==> src/rtl/starsoc_params.sv <==
// Shared StarSoC video-path parameters, states and pixel bundle type.
package starsoc_params;

    localparam int H_ACTIVE = 640;
    localparam int V_ACTIVE = 480;
    localparam int DATA_W   = 24;
    localparam int COORD_W  = 10;

    typedef enum logic [1:0] {
        WAIT_SOF,
        ACTIVE,
        WAIT_EOL
    } rx_state_t;

    typedef struct packed {
        logic [DATA_W-1:0]  data;
        logic [COORD_W-1:0] x;
        logic [COORD_W-1:0] y;
    } pix_beat_t;

    function automatic logic [15:0] rgb_sum(input logic [DATA_W-1:0] d);
        return 16'(d[23:16]) + 16'(d[15:8]) + 16'(d[7:0]);
    endfunction

endpackage

==> src/rtl/axis_skid_buffer.sv <==
// Generic 2-entry valid/ready buffer; in_ready depends only on
// registered occupancy, so there is no ready path from output to input.
module axis_skid_buffer #(
    parameter type T = logic [7:0]
) (
    input  logic clk,
    input  logic reset,
    input  T     in_data,
    input  logic in_valid,
    output logic in_ready,
    output T     out_data,
    output logic out_valid,
    input  logic out_ready
);

    logic [1:0] count;
    T           head;
    T           skid;
    logic       push;
    logic       pop;

    assign in_ready  = (count != 2'd2) & ~reset;
    assign out_valid = (count != 2'd0);
    assign out_data  = head;
    assign push      = in_valid & in_ready;
    assign pop       = out_valid & out_ready;

    always_ff @(posedge clk) begin
        if (reset) begin
            count <= 2'd0;
            head  <= '0;
            skid  <= '0;
        end else begin
            count <= count + {1'b0, push} - {1'b0, pop};
            unique case (count)
                2'd0: if (push) head <= in_data;
                2'd1: begin
                    if (push && pop)
                        head <= in_data;
                    else if (push)
                        skid <= in_data;
                end
                2'd2: if (pop) head <= skid;
                default: ;
            endcase
        end
    end

endmodule

==> src/rtl/axis_video_rx.sv <==
// AXI4-Stream video sink: SOF/EOL framing, x/y tagging, sticky errors.
// Optional per-frame checksum output under AXIS_VIDEO_RX_CHECKSUM_EN.
module axis_video_rx #(
    parameter int H_ACTIVE = starsoc_params::H_ACTIVE,
    parameter int V_ACTIVE = starsoc_params::V_ACTIVE,
    parameter int DATA_W   = starsoc_params::DATA_W,
    parameter int CNT_W    = 16
) (
    input  logic              pixel_clk,
    input  logic              reset,
    input  logic [DATA_W-1:0] s_tdata,
    input  logic              s_tvalid,
    input  logic              s_tuser,
    input  logic              s_tlast,
    output logic              s_tready,
    output logic [DATA_W-1:0] pix_data,
    output logic [9:0]        pix_x,
    output logic [9:0]        pix_y,
    output logic              pix_valid,
    input  logic              pix_ready,
    output logic              frame_done,
    output logic [CNT_W-1:0]  frame_count,
    output logic              in_frame,
    output logic              err_sof_early,
    output logic              err_eol_early,
    output logic              err_eol_late,
    input  logic              err_clear
`ifdef AXIS_VIDEO_RX_CHECKSUM_EN
    ,
    output logic [15:0]       frame_sum
`endif
);

    import starsoc_params::*;

    localparam logic [9:0] X_LAST = 10'(H_ACTIVE - 1);
    localparam logic [9:0] Y_LAST = 10'(V_ACTIVE - 1);

    rx_state_t  state, state_n;
    logic [9:0] x, y, x_n, y_n;
    logic       frame_err, ferr_n;
    logic       beat, fwd, sof, done_n;
    logic       set_sof, set_eoe, set_eol;
    pix_beat_t  beat_in, beat_out;

    assign beat     = s_tvalid & s_tready;
    assign in_frame = (state != WAIT_SOF);

    always_comb begin
        state_n       = state;
        x_n           = x;
        y_n           = y;
        ferr_n        = frame_err;
        fwd           = 1'b0;
        sof           = 1'b0;
        done_n        = 1'b0;
        set_sof       = 1'b0;
        set_eoe       = 1'b0;
        set_eol       = 1'b0;
        beat_in.data  = s_tdata;
        beat_in.x     = x;
        beat_in.y     = y;
        if (beat) begin
            if (s_tuser) begin
                // Any SOF restarts framing; mid-frame it aborts the frame.
                set_sof   = (state != WAIT_SOF) && ((x != '0) || (y != '0));
                sof       = 1'b1;
                fwd       = 1'b1;
                beat_in.x = '0;
                beat_in.y = '0;
                x_n       = 10'd1;
                y_n       = '0;
                ferr_n    = 1'b0;
                state_n   = ACTIVE;
            end else begin
                unique case (state)
                    ACTIVE: begin
                        fwd = 1'b1;
                        if (x == X_LAST) begin
                            if (!s_tlast) begin
                                set_eol = 1'b1;
                                ferr_n  = 1'b1;
                                state_n = WAIT_EOL;
                            end else if (y == Y_LAST) begin
                                x_n     = '0;
                                y_n     = '0;
                                done_n  = ~frame_err;
                                state_n = WAIT_SOF;
                            end else begin
                                x_n = '0;
                                y_n = y + 10'd1;
                            end
                        end else if (s_tlast) begin
                            set_eoe = 1'b1;
                            ferr_n  = 1'b1;
                            x_n     = '0;
                            if (y == Y_LAST) begin
                                y_n     = '0;
                                state_n = WAIT_SOF;
                            end else begin
                                y_n = y + 10'd1;
                            end
                        end else begin
                            x_n = x + 10'd1;
                        end
                    end
                    WAIT_EOL: begin
                        if (s_tlast) begin
                            x_n = '0;
                            if (y == Y_LAST) begin
                                y_n     = '0;
                                state_n = WAIT_SOF;
                            end else begin
                                y_n     = y + 10'd1;
                                state_n = ACTIVE;
                            end
                        end
                    end
                    default: ;
                endcase
            end
        end
    end

    always_ff @(posedge pixel_clk) begin
        if (reset) begin
            state         <= WAIT_SOF;
            x             <= '0;
            y             <= '0;
            frame_err     <= 1'b0;
            frame_done    <= 1'b0;
            frame_count   <= '0;
            err_sof_early <= 1'b0;
            err_eol_early <= 1'b0;
            err_eol_late  <= 1'b0;
        end else begin
            state       <= state_n;
            x           <= x_n;
            y           <= y_n;
            frame_err   <= ferr_n;
            frame_done  <= done_n;
            frame_count <= frame_count + CNT_W'(done_n);
            err_sof_early <= set_sof | (err_sof_early & ~err_clear);
            err_eol_early <= set_eoe | (err_eol_early & ~err_clear);
            err_eol_late  <= set_eol | (err_eol_late & ~err_clear);
        end
    end

`ifdef AXIS_VIDEO_RX_CHECKSUM_EN
    logic [15:0] sum_acc;
    logic [15:0] sum_add;

    assign sum_add = rgb_sum(s_tdata);

    always_ff @(posedge pixel_clk) begin
        if (reset) begin
            sum_acc   <= '0;
            frame_sum <= '0;
        end else begin
            if (sof)
                sum_acc <= sum_add;
            else if (fwd)
                sum_acc <= sum_acc + sum_add;
            if (done_n)
                frame_sum <= sum_acc + sum_add;
        end
    end
`endif

    axis_skid_buffer #(
        .T (pix_beat_t)
    ) u_skid (
        .clk       (pixel_clk),
        .reset     (reset),
        .in_data   (beat_in),
        .in_valid  (fwd),
        .in_ready  (s_tready),
        .out_data  (beat_out),
        .out_valid (pix_valid),
        .out_ready (pix_ready)
    );

    assign pix_data = beat_out.data;
    assign pix_x    = beat_out.x;
    assign pix_y    = beat_out.y;

endmodule

==> config.mk <==
export PLATFORM = sky130hd
export DESIGN_NAME = axis_video_rx
export DESIGN_NICKNAME = d
export VERILOG_FILES = /design/src/rtl/starsoc_params.sv /design/src/rtl/axis_skid_buffer.sv /design/src/rtl/axis_video_rx.sv
export SDC_FILE = /design/constraint.sdc
export NUM_CORES = 1
export LEC_CHECK = 0
export BUFFER_PORTS_ARGS = -buffer_cell sky130_fd_sc_hd__buf_2
export CAP_MARGIN = 20
export CORE_MARGIN = 8
export CORE_UTILIZATION = 52
export DETAILED_ROUTE_END_ITERATION = 6
export PLACE_DENSITY = 0.83
export SETUP_SLACK_MARGIN = 0.2
export SLEW_MARGIN = 5
export SYNTH_ARGS = -nofsm -noshare
export SYNTH_HDL_FRONTEND = slang
export SYNTH_HIERARCHICAL = 1
export SYNTH_SLANG_ARGS = --single-unit
==> constraint.sdc <==
create_clock -name pixel_clk -period 3.08 [get_ports pixel_clk]
set_input_delay 0.308 -clock pixel_clk [delete_from_list [all_inputs] [get_ports pixel_clk]]
set_output_delay 0.308 -clock pixel_clk [all_outputs]
set_load 0.05 [all_outputs]
# After elaboration in Yosys (flattened, before gate mapping)

Cells that the tools add are included.

Bitwise operators: 14
Reductions and logical operators: 21
Equal/unequal tests: 13
Mux-type cells: 49
$add $sub $neg: 5

Operators with widths:

| cell                                                  | number |
|---|---|
| 2-to-1 mux 44 bit                                     | 3 |
| case mux 44 bit (3 select lines)                      | 1 |
| 2-to-1 mux 10 bit                                     | 8 |
| 2-to-1 mux 20 bit                                     | 2 |
| 2-to-1 mux 1 bit                                      | 27 |
| adder 10 x 1 -> 10 bit (second input constant)        | 2 |
| case mux 10 bit (2 select lines)                      | 1 |
| nonzero test 10 bit                                   | 2 |
| adder 16 x 1 -> 16 bit                                | 1 |
| 2-to-1 mux 2 bit                                      | 6 |
| AND reduction 4 bit                                   | 3 |
| equality test 10 bit (second input constant)          | 1 |
| equality test 10 x 9 -> 1 bit (second input constant) | 1 |
| nonzero test 2 bit                                    | 5 |
| nonzero test 3 bit                                    | 3 |
| bitwise AND 1 bit                                     | 7 |
| != test 2 x 1 -> 1 bit (second input constant)        | 3 |
| != test 3 bit (second input constant)                 | 2 |
| AND reduction 3 bit                                   | 2 |
| equality test 2 x 1 -> 1 bit (second input constant)  | 2 |
| equality test 2 bit (second input constant)           | 2 |
| != test 4 bit (second input constant)                 | 1 |
| inverter 1 bit                                        | 4 |
| case mux 2 bit (2 select lines)                       | 1 |
| other kinds (9)                                       | 12 |

Logic and storage cells: 118
Bits in registers: 133

# Depth between registers and ports, before layout

Word-level depth: 8
Mapped depth: 16

# Hierarchy

Netlist, hierarchy kept.

Modules (own cells, without submodules):

| module           | times used | cells each | area an instance (µm²) | seq. area each (µm²) |
|---|---|---|---|---|
| axis_skid_buffer | 1          | 431        | 4244.1                 | 1801.7 |
| axis_video_rx    | 1          | 297        | 2427.3                 | 860.8 |

# Least setup slack after synthesis

No wires, ideal clock.

Kind: register -> register
From: register u_skid.count[0]
To: register u_skid.count[1]
Slack: -0.705 ns
Data required time: 2.952 ns
Buffers on the path: 4
Arrival time: 3.657 ns
Cell stages (with the launch flop): 17
Path through: dfxtp_1 -> nand2b_1 -> buf_4 -> buf_2 -> nor2b_1 -> o211ai_1 -> inv_1 -> nor2b_1 -> buf_2 -> buf_1 -> nand2_1 -> ha_1 -> inv_1 -> ha_1 -> xnor2_1 -> xnor2_1 -> nor2_1

Longest elaborated chain between the ends: 7
Elaborated cells on any way between the ends: 9
Classes of those cells: add/sub (2); eq/ne (1); mux (1); bitwise (4); reduce/logical (1)

Ends and longest elaborated chain:

| item                      | RTL line               | source |
|---|---|---|
| start: declaration        | axis_skid_buffer.sv:16 | `logic [1:0] count;` |
| start signal: assignment  | axis_skid_buffer.sv:34 | `count <= count + {1'b0, push} - {1'b0, pop};` |
| != test 2 bit             | axis_skid_buffer.sv:22 | `assign in_ready = (count != 2'd2) & ~reset;` |
| bitwise AND 1 bit         | axis_skid_buffer.sv:22 |  |
| via s_tready              | axis_video_rx.sv:15    | `output logic s_tready,` |
| bitwise AND 1 bit         | axis_video_rx.sv:46    | `assign beat = s_tvalid & s_tready;` |
| 2-to-1 mux 1 bit          | axis_video_rx.sv:63    | `if (beat) begin` |
| via fwd                   | axis_video_rx.sv:42    | `logic beat, fwd, sof, done_n;` |
| bitwise AND 1 bit         | axis_skid_buffer.sv:25 | `assign push = in_valid & in_ready;` |
| adder 2 x 1 -> 2 bit      | axis_skid_buffer.sv:34 |  |
| subtractor 2 x 1 -> 2 bit | axis_skid_buffer.sv:34 |  |

The timed path passes the listed nets, and every way through them passes these cells.
A chain may end at the register's enable or synchronous reset.

# Final worst setup path

From: register u_skid.count[0]
To: register frame_count[15]

Longest elaborated chain between the ends: 5

Ends and longest elaborated chain:

| item                   | RTL line               | source |
|---|---|---|
| != test 2 bit          | axis_skid_buffer.sv:22 |  |
| bitwise AND 1 bit      | axis_skid_buffer.sv:22 |  |
| bitwise AND 1 bit      | axis_video_rx.sv:46    |  |
| 2-to-1 mux 1 bit       | axis_video_rx.sv:63    |  |
| via done_n             | axis_video_rx.sv:42    |  |
| adder 16 x 1 -> 16 bit | axis_video_rx.sv:142   | `frame_count <= frame_count + CNT_W'(done_n);` |
| end signal: assignment | axis_video_rx.sv:142   |  |
| end: declaration       | axis_video_rx.sv:22    | `output logic [CNT_W-1:0] frame_count,` |

The timed path passes the listed nets, and every way through them passes these cells.

==> key figures <==
STA
  – Slew margin rel.: 0.359
  – Min cycle time layout: approximately 2.7 ns
  – Setup tns final: 0 ns
  – Clock skew: 0.00704 ns
  – Final setup viols: 0
  – Worst-margin pin slew: 0.962 ns
  – Final hold violation count: 0
  – Fmax: 0.375 GHz
  – Max-slew violation count: 0
  – Unrepaired setup endpoints after global routing: no
  – Final period util: 0.867

Place
  – HPWL after DPL: 10800 microns
  – Number of port buffers: 97
  – Routability cong.: 0.886

Clocking
  – TritonCTS buffer count: 17
  – CTS Root Cell: clkbuf_16
  – Num Clock Sinks: 133
  – Clock slew at reported path FFs: 0.06 ns
  – Maximum clock path buffer count: 2
  – CTS tree: yes
  – CTS H-tree depth: 4
  – Number of hold buffers added after CTS: 0
  – Setup bufs post-CTS: 0
  – Gates resized, CTS repair: 0
  – Worst-Skew Late Latency: ~0.42 ns

Synthesis
  – Yosys cell types: 59
  – Syn Inst Count: 728
  – Top-area cell type share of the netlist area: 0.399
  – Post-synth EDFFs: 0
  – Synthesized Nets: 771
  – Sequential fraction of the synthesis area: 0.399
  – Post-synthesis average cell area: approximately 9 sq um
  – Synth Register Bits: 133
  – Cell taking the most area after synthesis: dfxtp_1
  – Ys flop type: dfxtp_1
  – Asr flop ratio synth: 0
  – Post-synthesis cell area: 6670 sq um
  – Ys Warns: 6
  – Top area cells in the synthesized netlist: dfxtp_1 (40%), a211oi_2 (7.5%), mux2i_1 (6.8%)

Worst setup path
  – Crit path cell chain: nand2b_2 > nor2b_4 > and3_1 > nand3_1 > nor4_4 > ha_2 > and2_2 > nand4_1 > or3_1 > a21oi_1
  – Top delay family on crit path: simple AND/OR/NAND/NOR gates
  – Critical Path RT: approximately 3.4 ns
  – Crit Path Category: reg2reg
  – Worst path bufs/invs: 0
  – Slowest library cell on the worst path: dfxtp_2
  – WP data arrival: around 3.0 ns
  – Startpoint Class: flop
  – Max incr delay on CP: 0.38 ns
  – Crit end category: flop
  – Critical-path maximum fanout: 7

Final layout
  – Most common cell after layout, fill and taps aside: dfxtp_1
  – Register Area: 2670 sq um
  – Fillers: around 1000
  – Area of the multi-input gates: 3640 sq um
  – Most frequent cells in the layout: dfxtp_1 (131), buf_2 (96), a21oi_1 (66), nand3_1 (65), o21ai_0 (51)
  – Synth-to-layout area growth: 17.0%
  – Inserted Diodes: 0
  – Share of cells above drive strength 1: 0.257
  – Nets: roughly 830

Power
  – Sw Ratio: 0.391
  – PD cells: 829 nW/um^2
  – Pint: 0.00394 W
  – Power share of the sequential group: 0.313
  – Switching power: about 0.0025 W
  – Clock group share of total power: 0.320
  – Total power: 0.00648 W
  – Leakage: 3.13 nW
  – Logic pwr share: 0.367
  – Worst VDD drop: 418 uV

Global routing
  – Largest net degree at the start of global routing: 82
  – Wire length of the first global-routing pass: 28800 microns
  – Initial antenna violation count: 0
  – Total GRT Usage: 0.212
  – Vias in the first global route: 5696
  – Total grt overflow: 0

Detailed routing
  – Final wirelength: about 18000 microns
  – DRC Markers: 0
  – Via density: 6.29
  – First DRT Iteration DRCs: about 600
  – Routed Antenna Nets: 0
  – Routed wire per std cell: 18.1 microns
  – First-pass detailed-route iteration total: 5
  – DR vias: 6104

Job
  – MaxCap Viol Count: 0

Floorplan
  – DIE AREA: 16700 sq um
  – # IOs: 98
  – Core box area: approximately 13000 sq um
  – Die height: roughly 130 microns
  – Chip Width: 129 microns
  – Std cell rows: 41
  – Starting Density: 0.531

Worst hold path
  – Hold WC Path Type: in2reg

Outcome
  – Outcome: complete, no violations
power groups by stage:
stage                     Sequential, W  Clock, W  Combinational (W)
after detailed placement        0.00205         0            0.00234
after CTS                       0.00202   0.00210            0.00236
after global placement          0.00205         0            0.00231
final                           0.00202   0.00207            0.00238
after global routing            0.00204   0.00218            0.00250
after floorplan                 0.00257         0            0.00139
metal layers:
layer  GRT usage  share of wire  vias to the layer above
met5           0              0                        -
met4      0.0705          0.014                        0
met3      0.0629          0.090                       25
met2       0.320           0.45                      268
met1       0.282           0.44                     2962
li1            -              -                     2849
tightest hold or removal path, delay by kind of cell:
kind | cells | cell delay (ns)
buf+inv | 1 | 0.10
simple gates | 1 | 0.06
compound gates | 1 | 0.05
path summary, 6_finish.rpt:
kind / start / endpoint / slack, ns / depth (start not counted)
max: u_skid/count[0] / frame_count[15] / 0.41 / 10
min: s_tdata[10] / u_skid/skid[30] / 0.15 / 3
max reg2reg: u_skid/count[0] / frame_count[15] / 0.41 / 10
min reg2reg: err_sof_early / err_sof_early / 0.47 / 2
flip-flops by register name (all words and copies together) (netlist names), 2 cells and up:
signal           cells
frame_count         16
state                2
u_skid/count         2
u_skid/out_data     44
u_skid/skid         44
x                   10
y                   10
metrics by stage:
stage | setup WS [ns] | cells | instance area [sq um] | util | hold WS [ns]
floorplan | 0.217 | 728 | 6700 | - | 0.450
global placement | 0.402 | 939 | 7180 | 0.571 | 0.448
detailed placement | 0.260 | 939 | 7180 | 0.571 | 0.456
CTS | 0.212 | 970 | 7790 | 0.620 | 0.139
global route | 0.256 | 970 | 7810 | 0.621 | 0.145
finish | 0.411 | 970 | 7810 | 0.621 | 0.148
logic make-up (layout without fill, tap and decap cells):
kind of cell    count (synthesis)  count (layout)  share of synthesized area
compound gates                231             231                      0.255
simple gates                  198             198                      0.168
flops                         133             133                      0.399
buf+inv                        89             159                     0.0613
mux                            45              45                     0.0675
xor+xnor                       20              20                     0.0263
fa+ha+maj                      12              12                     0.0225
final cells by class:
cell class,count,area share
Sequential cell,133,0.341
Clock buffer,21,0.0615
Inverter,15,0.00721
Clock inverter,10,0.0163
Multi-Input combinational cell,506,0.467
Tap cell,172,0.0276
Timing Repair Buffer,113,0.0795
Yosys cell counts (7+ instances only):
cell type,count
mux2i_1,45
nor4_1,7
and2_1,25
ha_1,12
nand2_1,11
inv_1,14
nor2_1,27
a311oi_1,45
clkbuf_1,42
xnor2_1,10
a21oi_1,66
o21ai_0,51
dfxtp_1,133
buf_2,21
xor2_1,10
nand3_1,65
nand4_1,10
a211oi_2,40
Power figures use the tool's default switching activity.
